==> config.mk <==
export PLATFORM = sky130hd
export DESIGN_NAME = arbiter_rr_flat
export DESIGN_NICKNAME = d
export VERILOG_FILES = /design/src/rtl/arbiter_pkg.sv /design/src/rtl/arbiter_rr_if.sv /design/src/rtl/arbiter_lane_fifo.sv /design/src/rtl/arbiter_rr.sv /design/src/flat_wrapper.sv
export SDC_FILE = /design/constraint.sdc
export NUM_CORES = 2
export LEC_CHECK = 0
export CAP_MARGIN = 25
export CORE_MARGIN = 5
export CORE_UTILIZATION = 30
export DETAILED_ROUTE_END_ITERATION = 10
export SETUP_SLACK_MARGIN = 0.2
export SLEW_MARGIN = 20
export SYNTH_ARGS = -nofsm -noshare
export SYNTH_HDL_FRONTEND = slang
export SYNTH_SLANG_ARGS = --single-unit
==> constraint.sdc <==
create_clock -name clk -period 15.5 [get_ports clk]
set_clock_uncertainty 0.1 [all_clocks]
set_input_delay 3.1 -clock clk [delete_from_list [all_inputs] [get_ports clk]]
set_output_delay 3.1 -clock clk [all_outputs]
set_load 0.02 [all_outputs]
==> src/rtl/arbiter_pkg.sv <==
// arbiter_pkg: width and index helpers shared by arbiter_rr, its interface and lane FIFOs
package arbiter_pkg;

    // Bits needed to index 0..n-1, never less than one.
    function automatic int log2(input int n);
        int r;
        r = 1;
        while ((1 << r) < n) r++;
        return r;
    endfunction

    function automatic int wrap_add(input int a, input int b, input int n);
        return (a + b >= n) ? a + b - n : a + b;
    endfunction

    // Port 0 occupies the most significant slice of the packed data bus.
    function automatic int slice_lo(input int i, input int ports, input int width);
        return (ports - 1 - i) * width;
    endfunction

endpackage

==> src/rtl/arbiter_rr_if.sv <==
// arbiter_rr_if: producer lanes plus the merged consumer stream of arbiter_rr
// ARBITER_RR_SRC_TAG_EN adds src, the source port of the word held in q
interface arbiter_rr_if import arbiter_pkg::*; #(
    parameter int WIDTH = 8,
    parameter int PORTS = 8
);
    logic [0:PORTS-1] push;
    logic [WIDTH*PORTS-1:0] d;
    logic [0:PORTS-1] full;
    logic [0:PORTS-1] almost_full;
    logic [WIDTH-1:0] q;
    logic valid;
    logic stall;
`ifdef ARBITER_RR_SRC_TAG_EN
    logic [log2(PORTS)-1:0] src;
    modport slave (input push, d, stall, output full, almost_full, q, valid, src);
    modport master (output push, d, stall, input full, almost_full, q, valid, src);
`else
    modport slave (input push, d, stall, output full, almost_full, q, valid);
    modport master (output push, d, stall, input full, almost_full, q, valid);
`endif
endinterface

==> src/rtl/arbiter_lane_fifo.sv <==
// arbiter_lane_fifo: first-word-fall-through lane buffer with registered count, full and almost_full
module arbiter_lane_fifo import arbiter_pkg::*; #(
    parameter int WIDTH = 8,
    parameter int FIFO_DEPTH = 32,
    parameter int ALMOST_FULL_THRESHOLD = 1,
    parameter int FIFO_DEPTH_ADDR_WIDTH = log2(FIFO_DEPTH)
) (
    input  logic clk,
    input  logic rst,
    input  logic push,
    input  logic pop,
    input  logic [WIDTH-1:0] din,
    output logic [WIDTH-1:0] dout,
    output logic [FIFO_DEPTH_ADDR_WIDTH:0] count,
    output logic full,
    output logic almost_full
);
    localparam int AW = FIFO_DEPTH_ADDR_WIDTH;
    localparam logic [AW:0] FULL_LVL = (AW + 1)'(FIFO_DEPTH);
    localparam logic [AW:0] AF_LVL = (AW + 1)'(FIFO_DEPTH - ALMOST_FULL_THRESHOLD);

    logic [WIDTH-1:0] mem [FIFO_DEPTH];
    logic [AW-1:0] rd_ptr, wr_ptr;
    logic wr, rd;

    // A push into a full lane is dropped even when the lane is popped that cycle.
    assign wr = push && !full;
    assign rd = pop && count != '0;
    assign dout = mem[rd_ptr];
    assign full = count == FULL_LVL;
    assign almost_full = count >= AF_LVL;

    always_ff @(posedge clk or posedge rst)
        if (rst) begin
            rd_ptr <= '0;
            wr_ptr <= '0;
            count <= '0;
        end else begin
            if (wr) wr_ptr <= wr_ptr + 1'b1;
            if (rd) rd_ptr <= rd_ptr + 1'b1;
            count <= count + {{AW{1'b0}}, wr} - {{AW{1'b0}}, rd};
        end

    always_ff @(posedge clk)
        if (wr) mem[wr_ptr] <= din;

endmodule

==> src/rtl/arbiter_rr.sv <==
// arbiter_rr: per-port FWFT FIFOs merged onto one registered valid/stall stream by burst round-robin
// ARBITER_RR_SRC_TAG_EN adds the src output tagging each word with its source port
module arbiter_rr import arbiter_pkg::*; #(
    parameter int WIDTH = 8,
    parameter int PORTS = 8,
    parameter int FIFO_DEPTH = 32,
    parameter int ALMOST_FULL_THRESHOLD = 1,
    parameter int BURST_LEN = 1,
    parameter int PORTS_ADDR_WIDTH = log2(PORTS),
    parameter int FIFO_DEPTH_ADDR_WIDTH = log2(FIFO_DEPTH)
) (
    input logic clk,
    input logic rst,
    arbiter_rr_if.slave bus
);
    localparam int PAW = PORTS_ADDR_WIDTH;
    localparam int CW = FIFO_DEPTH_ADDR_WIDTH + 1;
    localparam int BW = log2(BURST_LEN);

    logic [WIDTH-1:0] head [PORTS];
    logic [CW-1:0] count [PORTS];
    logic [PORTS-1:0] pop;
    logic [PAW-1:0] ptr, ptr_n, g;
    logic [BW-1:0] bc, bc_n, bc_cur;
    logic [WIDTH-1:0] q_r;
    logic valid_r, found, load, more;

    for (genvar i = 0; i < PORTS; i++) begin : g_lane
        arbiter_lane_fifo #(
            .WIDTH(WIDTH),
            .FIFO_DEPTH(FIFO_DEPTH),
            .ALMOST_FULL_THRESHOLD(ALMOST_FULL_THRESHOLD),
            .FIFO_DEPTH_ADDR_WIDTH(FIFO_DEPTH_ADDR_WIDTH)
        ) u_fifo (
            .clk(clk),
            .rst(rst),
            .push(bus.push[i]),
            .pop(pop[i]),
            .din(bus.d[slice_lo(i, PORTS, WIDTH) +: WIDTH]),
            .dout(head[i]),
            .count(count[i]),
            .full(bus.full[i]),
            .almost_full(bus.almost_full[i])
        );
    end

    assign load = !valid_r || !bus.stall;
    assign bus.q = q_r;
    assign bus.valid = valid_r;

    // A burst only continues on the port ptr already points at; any other winner starts fresh.
    always_comb begin
        found = 1'b0;
        g = ptr;
        for (int k = 0; k < PORTS; k++)
            if (!found && count[wrap_add(int'(ptr), k, PORTS)] != '0) begin
                found = 1'b1;
                g = PAW'(wrap_add(int'(ptr), k, PORTS));
            end
        bc_cur = (g == ptr) ? bc : '0;
        more = count[g] > CW'(1) || (bus.push[g] && !bus.full[g]);
        pop = '0;
        ptr_n = ptr;
        bc_n = bc;
        if (load && found) begin
            pop[g] = 1'b1;
            ptr_n = (int'(bc_cur) + 1 < BURST_LEN && more) ? g : (g == PAW'(PORTS - 1)) ? '0 : g + 1'b1;
            bc_n = (int'(bc_cur) + 1 < BURST_LEN && more) ? bc_cur + 1'b1 : '0;
        end
    end

    always_ff @(posedge clk or posedge rst)
        if (rst) begin
            ptr <= '0;
            bc <= '0;
            valid_r <= 1'b0;
            q_r <= '0;
        end else if (load) begin
            ptr <= ptr_n;
            bc <= bc_n;
            valid_r <= found;
            if (found) q_r <= head[g];
        end

`ifdef ARBITER_RR_SRC_TAG_EN
    logic [PAW-1:0] src_r;
    always_ff @(posedge clk or posedge rst)
        if (rst) src_r <= '0;
        else if (load && found) src_r <= g;
    assign bus.src = src_r;
`endif

endmodule

==> src/flat_wrapper.sv <==
// flat-port wrapper written by rule: the top's interface ports become plain ports
module arbiter_rr_flat import arbiter_pkg::*;
#(
    parameter int WIDTH = 8,
    parameter int PORTS = 8,
    parameter int FIFO_DEPTH = 32,
    parameter int ALMOST_FULL_THRESHOLD = 1,
    parameter int BURST_LEN = 1,
    parameter int PORTS_ADDR_WIDTH = log2(PORTS),
    parameter int FIFO_DEPTH_ADDR_WIDTH = log2(FIFO_DEPTH)
)
  (clk, rst, bus_push, bus_d, bus_stall, bus_full, bus_almost_full, bus_q, bus_valid);
  arbiter_rr_if #(.WIDTH(WIDTH), .PORTS(PORTS)) bus_i ();
  input logic clk;
  input logic rst;
  input wire logic [$bits(bus_i.push)-1:0] bus_push;
  input wire logic [$bits(bus_i.d)-1:0] bus_d;
  input wire logic [$bits(bus_i.stall)-1:0] bus_stall;
  output wire logic [$bits(bus_i.full)-1:0] bus_full;
  output wire logic [$bits(bus_i.almost_full)-1:0] bus_almost_full;
  output wire logic [$bits(bus_i.q)-1:0] bus_q;
  output wire logic [$bits(bus_i.valid)-1:0] bus_valid;
  assign bus_i.push = bus_push;
  assign bus_i.d = bus_d;
  assign bus_i.stall = bus_stall;
  assign bus_full = bus_i.full;
  assign bus_almost_full = bus_i.almost_full;
  assign bus_q = bus_i.q;
  assign bus_valid = bus_i.valid;
  arbiter_rr #(.WIDTH(WIDTH), .PORTS(PORTS), .FIFO_DEPTH(FIFO_DEPTH), .ALMOST_FULL_THRESHOLD(ALMOST_FULL_THRESHOLD), .BURST_LEN(BURST_LEN), .PORTS_ADDR_WIDTH(PORTS_ADDR_WIDTH), .FIFO_DEPTH_ADDR_WIDTH(FIFO_DEPTH_ADDR_WIDTH)) u_core (.clk(clk), .rst(rst), .bus(bus_i));
endmodule
After elaboration in Yosys (flattened, before gate mapping). Memories as Yosys holds them, arrays and structs flattened. Cells that the tools add are included.

Muxes and demuxes: 83. Magnitude comparators: 29. Reduce and logical (&&, ||, !) cells: 65. $add $sub $neg: 50. Eq/ne operators: 10. Bitwise logic cells: 9.

Operators with widths (number): 32-bit by 4-bit greater-or-equal comparator with 1-bit output (second input constant) (8); 32-bit 2-to-1 mux (8); 32-bit NOT (8); 32-bit by 5-bit greater-or-equal comparator with 1-bit output (second input constant) (7); 32-bit by 5-bit subtractor with 32-bit output (second input constant) (7); 6-bit binary-select mux with 3-bit select (9); 6-bit 2-to-1 mux (18); 6-bit nonzero test (16); 5-bit by 1-bit adder with 5-bit output (second input constant) (16); 6-bit by 1-bit adder with 6-bit output (8); 6-bit == test (second input constant) (8); 6-bit by 5-bit greater-or-equal comparator with 1-bit output (second input constant) (8); 6-bit by 1-bit subtractor with 6-bit output (8); 32-bit by 2-bit < comparator with 1-bit output (second input constant) (1); 1-bit 2-to-1 mux (31); 3-bit 2-to-1 mux (10); 1-bit logical AND (27); 8-bit binary-select mux with 3-bit select (1); 8-bit 2-to-1 mux (3); 1-bit logical NOT (18); 3-bit by 3-bit adder with 4-bit output (second input constant) (4); 3-bit by 2-bit adder with 4-bit output (second input constant) (2); 1-bit binary-select mux with 3-bit select (2); 6-bit by 1-bit > comparator with 1-bit output (second input constant) (1); other kinds (15) (17).

Logic and storage cells: 282. Bits in writable memories: 2048. Output and inout port bits: 25. Register bits after elaboration: 141. Input bits: 75. Memories kept: 8.

Memories: u_core.g_lane[0].u_fifo.mem (depth 32, width 8, rd ports 1, clocked after memory_dff 0, write ports 1, line arbiter_lane_fifo.sv:22) `logic [WIDTH-1:0] mem [FIFO_DEPTH];`; u_core.g_lane[1].u_fifo.mem (depth 32, width 8, rd ports 1, clocked after memory_dff 0, write ports 1, line arbiter_lane_fifo.sv:22); u_core.g_lane[2].u_fifo.mem (depth 32, width 8, rd ports 1, clocked after memory_dff 0, write ports 1, line arbiter_lane_fifo.sv:22); u_core.g_lane[3].u_fifo.mem (depth 32, width 8, rd ports 1, clocked after memory_dff 0, write ports 1, line arbiter_lane_fifo.sv:22); u_core.g_lane[4].u_fifo.mem (depth 32, width 8, rd ports 1, clocked after memory_dff 0, write ports 1, line arbiter_lane_fifo.sv:22); u_core.g_lane[5].u_fifo.mem (depth 32, width 8, rd ports 1, clocked after memory_dff 0, write ports 1, line arbiter_lane_fifo.sv:22); +2 memories.

Logic depth before layout (Yosys ltp).
Word-level depth: 38. Gate-level depth with buffers: 28.

By module. A second synthesis with hierarchy kept.

Cells, all modules: 4708. Area total of the unflattened synthesis: 89126.7 µm².

Modules (own cells, without submodules): arbiter_lane_fifo (u_core.g_lane[0].u_fifo ...) (area an instance 10870.4 µm², sequential area each 8087.8 µm², cells an instance 554, times used 7); arbiter_lane_fifo (u_core.g_lane[3].u_fifo) (area an instance 10872.9 µm², sequential area each 8087.8 µm², cells an instance 556, times used 1); arbiter_rr (area an instance 2160.8 µm², sequential area each 300.3 µm², cells an instance 274, times used 1).

Least setup slack after synthesis. No wires, ideal clock.

Path type: input to register. Start point: in bus_stall. End point: reg u_core.g_lane[6].u_fifo.count[4]. Path slack: 9.681 ns. Arrival time: 5.596 ns. Required time: 15.278 ns. Stages: 16. Path through: a22o_1 clkbuf_1 or3_1 buf_2 or3_4 inv_1 ha_1 inv_1 ha_1 inv_1 fa_1 inv_1 a21oi_1 nor2_1 nor2_1 xnor2_1.

Cells in the longest elaborated chain, start to end: 6.

RTL lines: from (decl) (line flat_wrapper.sv:18) `input wire logic [$bits(bus_i.stall)-1:0] bus_stall;`; 1-bit logical NOT (line arbiter_rr.sv:47) `assign load = !valid_r || !bus.stall;`; 1-bit logical OR (line arbiter_rr.sv:47); 1-bit logical AND (line arbiter_rr.sv:65) `if (load && found) begin`; 8-bit 2-to-1 mux (line arbiter_rr.sv:65); 1-bit logical AND (line arbiter_lane_fifo.sv:28) `assign rd = pop && count != '0;`; named net u_core.g_lane[6].u_fifo.rd (line arbiter_lane_fifo.sv:24) `logic wr, rd;`; 6-bit by 1-bit subtractor with 6-bit output (line arbiter_lane_fifo.sv:41) `count <= count + {{AW{1'b0}}, wr} - {{AW{1'b0}}, rd};`; to (signal assigned) (line arbiter_lane_fifo.sv:41); to (decl) (line arbiter_lane_fifo.sv:14) `output logic [FIFO_DEPTH_ADDR_WIDTH:0] count,`.

The timed path passes the listed nets, and every way through them passes these cells. A chain may end at the register's enable or synchronous reset.

Worst setup path after layout.
Start point: reg u_core.ptr[0]. End point: reg u_core.g_lane[5].u_fifo.count[5].

Cells in the longest elaborated chain, start to end: 36. Elaborated cells between the ends (all ways): 110. Classes of those cells: add/sub: 16; order compare: 10; mux: 51; bitwise: 8; reduce/logical: 25.

RTL lines: from (decl) (line arbiter_rr.sv:23) `logic [PAW-1:0] ptr, ptr_n, g;`; from (signal assigned) (line arbiter_rr.sv:79) `ptr <= ptr_n;`; branches (longest 33 deep; another with 32-bit by 5-bit subtractor with 32-bit output); 8-bit 2-to-1 mux * (line arbiter_rr.sv:65); 1-bit logical AND * (line arbiter_lane_fifo.sv:28); named net u_core.g_lane[5].u_fifo.rd (line arbiter_lane_fifo.sv:24); 6-bit by 1-bit subtractor with 6-bit output * (line arbiter_lane_fifo.sv:41); to (signal assigned) (line arbiter_lane_fifo.sv:41); to (decl) (line arbiter_lane_fifo.sv:14).

Mark *: on every way through the listed nets, which the timed path passes. The select of a mux whose other input is x is not followed.

==> flow_summary.ini <==
[synth]
synth_ff_type = edfxtp_1
ys_seq_elements = 2188
syn_inst = 4262
synthMuxAreaShare = 0.173
synth_fa_ha_area_frac = 0.0204
avgSynthCellArea_um2 = 20.7
synth_cell_types = 73
synth_xor_area_frac = 0.00912
synth_compound_area_frac = 0.0153
synth_top_family_by_area = multiplexers
synth-edff-count = 2048
synth_async_sr_flop_share = 0.0640
synthesis.nets = 4476
ys_warn_count = 0
synthSimpleGateAreaFrac = 0.0319
syn_area_um2 = 88400
ys_seq_area_frac = 0.735

[critical_path]
cp_slowest_stage_delay_ps = 710
crit_fanout = 27
endpoint_kind = register
crit_chain = clkinv_1 > ha_1 > mux4_2 > nor2_1 > a32o_1 > nand3b_4 > nor3_2 > nand2b_1 > nand2_2 > inv_2 > nor4_1 > and2_1 > ha_1 > inv_1 > ha_1 > a21o_1 > a21oi_1 > o21bai_1 > a21oi_1 > xor2_1
cp_slowest_cell = dfrtp_1
critPathLaunchType = register
crit_top_cell = ha_1
reg2reg_depth = 20
crit_type = register to register
cp.required_ps = 16150
crit_arrival_ps = 7700

[die]
pin_count = 100
start_util = 0.301
fp-row-count = 199
core_area_um2 = 294000
die_area_um2 = 306000
die_w_um = 553
die_y_um = 553

[clocking]
clk_latency_ps = 870
htree_num_levels = 4
cts_buffer_depth = 3
clk_pin_slew_ps = 70
cts_tree = done
post_cts_buffers = 0
cts_buffers = 217
hold_buffers = 0
ctsResizeCount = 0
cts.sinks = 2188
clockRootBuffer = clkbuf_16

[detailed_routing]
drc = 0
post_drt_wl_per_cell_um = 22.8
first_pass_iters = 6
dr_total_vias = 41100
routed_via_density = 4.82
routed_wl_um = 194000
ant_nets = 0
drtIter0Drc = 3633

[outcome]
status = completed

[sta]
slew_viol_final = 0
rsz0062_at_grt = false
worstMarginPinSlew_ps = 1050
tns_ps = 0
setup_viol = 0
fmax_mhz = 142
hold_viol_final = 0
min_period_ps = 7050
maxSlewHeadroom = 0.299
whs_ps = 382
period_share = 0.455

[flow_run]
maxCapViolations = 0

[final_layout]
fin_area_um2 = 102000
fin_nets = 4642
layout-drive-gt1-share = 0.248
area_growth_syn_to_layout_pct = 14.9
final_util = 0.346
n_fill_cell = 27000

[power]
power_mw = 18.4
power_density_nw_per_um2 = 181
max-vdd-ir-drop_v = 0.000130
power.leakage_nw = 32.0

[global_routing]
antenna_found_initial = 11
grt-ovfl-total = 0
grt_pass1_vias = 42400
grt.total_usage = 0.125
grt_max_degree = 86
grt_pass1_wl_um = 289000

[placement]
io_buffer_count = 99
dp_hpwl_um = 127000
dpl-instance-area_um2 = 94200
gp_congestion = 0.833

[worst_hold_path]
hold_class = register to register
holdPathStages = 2
==> power breakdown <==
part / total (mW) / internal [mW] / switching, mW
clock: 5.35 / 3.07 / 2.28
sequential: 7.58 / 6.99 / 0.593
combinational: 5.49 / 2.51 / 2.99
total: 18.4 / 12.6 / 5.86
==> metal layers <==
layer  vias up  part of all wire  GRT usage
li1      17800                 -          -
met4        10             0.026     0.0368
met3       245             0.053     0.0217
met1     22000              0.43      0.172
met5         -           0.00029          0
met2      1099              0.49      0.203
==> cells by family after synthesis <==
logic type      count (synthesis)
simple gates                  601
buf+inv                       337
fa+ha+maj                     139
compound gates                187
xor+xnor                       92
flops                        2188
mux                           718
==> synthesized netlist by cell type, types with 11 or more instances <==
library cell	count	area [um^2]
a211oi_1	17	128
a21oi_1	41	205
a311oi_1	17	149
and2_1	15	93.8
and3_1	11	68.8
buf_1	76	285
buf_4	16	120
clkbuf_1	125	469
dfrtp_1	140	3500
edfxtp_1	2048	61500
ha_1	131	1640
inv_1	108	405
mux2_2	23	259
mux2i_1	49	490
mux4_2	643	14500
nand2_1	110	413
nand3_1	47	235
nand3b_1	17	128
nand4_1	15	93.8
nor2_1	307	1150
nor3_1	14	70.1
o21ai_0	29	145
or3b_2	13	114
xnor2_1	56	490
xor2_1	36	315
==> worst paths after layout <==
check / slack, ps / from / to
worst max-delay path: 8450 / u_core.ptr[0] / u_core.g_lane[5].u_fifo.count[5]
worst min-delay path: 380 / u_core.bus.q[6] / u_core.bus.q[6]
worst max register to register: 8450 / u_core.ptr[0] / u_core.g_lane[5].u_fifo.count[5]
worst min register to register: 380 / u_core.bus.q[6] / u_core.bus.q[6]
max in group asynchronous: 10890 / rst / u_core.g_lane[0].u_fifo.rd_ptr[0]
min in group asynchronous: 2820 / rst / u_core.g_lane[5].u_fifo.wr_ptr[0]
==> state kept, by name, summed over array words and instances, names as in the netlist <==
name and count:
u_core.bus.valid 1, u_core.bus.q 8, u_core.ptr 3, u_core.g_lane.u_fifo.rd_ptr 40
u_core.g_lane.u_fifo.wr_ptr 40, u_core.g_lane.u_fifo.count 48, u_core.g_lane.u_fifo.mem 2048
==> cell type report <==
type,instances,area [um^2],area share
Sequential cell,2188,65000,0.641
Multi-Input combinational cell,1737,22100,0.217
Clock buffer,269,5760,0.0567
Tap cell,3919,4900,0.0483
Timing Repair Buffer,173,1720,0.0170
Clock inverter,137,1600,0.0158
Inverter,111,424,0.00418
Antenna cell,6,15.0,0.000148
==> through the flow <==
step / setup WS [ps] / std cells
floorplan: 8550 / 4262
global route: 7940 / 8537
global placement: 8380 / 8096
CTS: 8140 / 8532
finish: 8450 / 8540
detailed placement: 8190 / 8126
==> worst max-delay path, delay by kind of cell, from the launching register on <==
family / cells / cell delay, ps
AND/OR/NAND/NOR: 7 / 2580
flip-flops: 1 / 710
adder cells (fa/ha/maj): 3 / 1140
AO/OA/AOI/OAI: 5 / 970
buffers and inverters: 3 / 680
XOR/XNOR: 1 / 150
multiplexers: 1 / 600
==> cells in the final DEF, fill, tap and decap left out, types with 9 or more instances in the layout <==
cell and n:
edfxtp_1 2048, mux4_2 643, nor2_1 307, clkbuf_16 218
ha_1 131, dfrtp_1 124, nand2_1 110, inv_1 107
clkdlybuf4s50_1 79, xnor2_1 56, mux2i_1 49, nand3_1 47
clkinv_1 43, buf_4 42, a21oi_1 41, clkbuf_1 40
xor2_1 36, clkinv_2 36, o21ai_0 29, bufinv_16 25
buf_8 24, mux2_2 23, buf_2 20, a211oi_1 17
a311oi_1 17, nand3b_1 17, and2_1 15, nand4_1 15
nor3_1 14, or3b_2 13, clkinvlp_4 13, and3_1 11
clkbuf_8 11, nor4_1 10, a21o_1 10, or3_1 9
(Power assumes the default switching activity.)
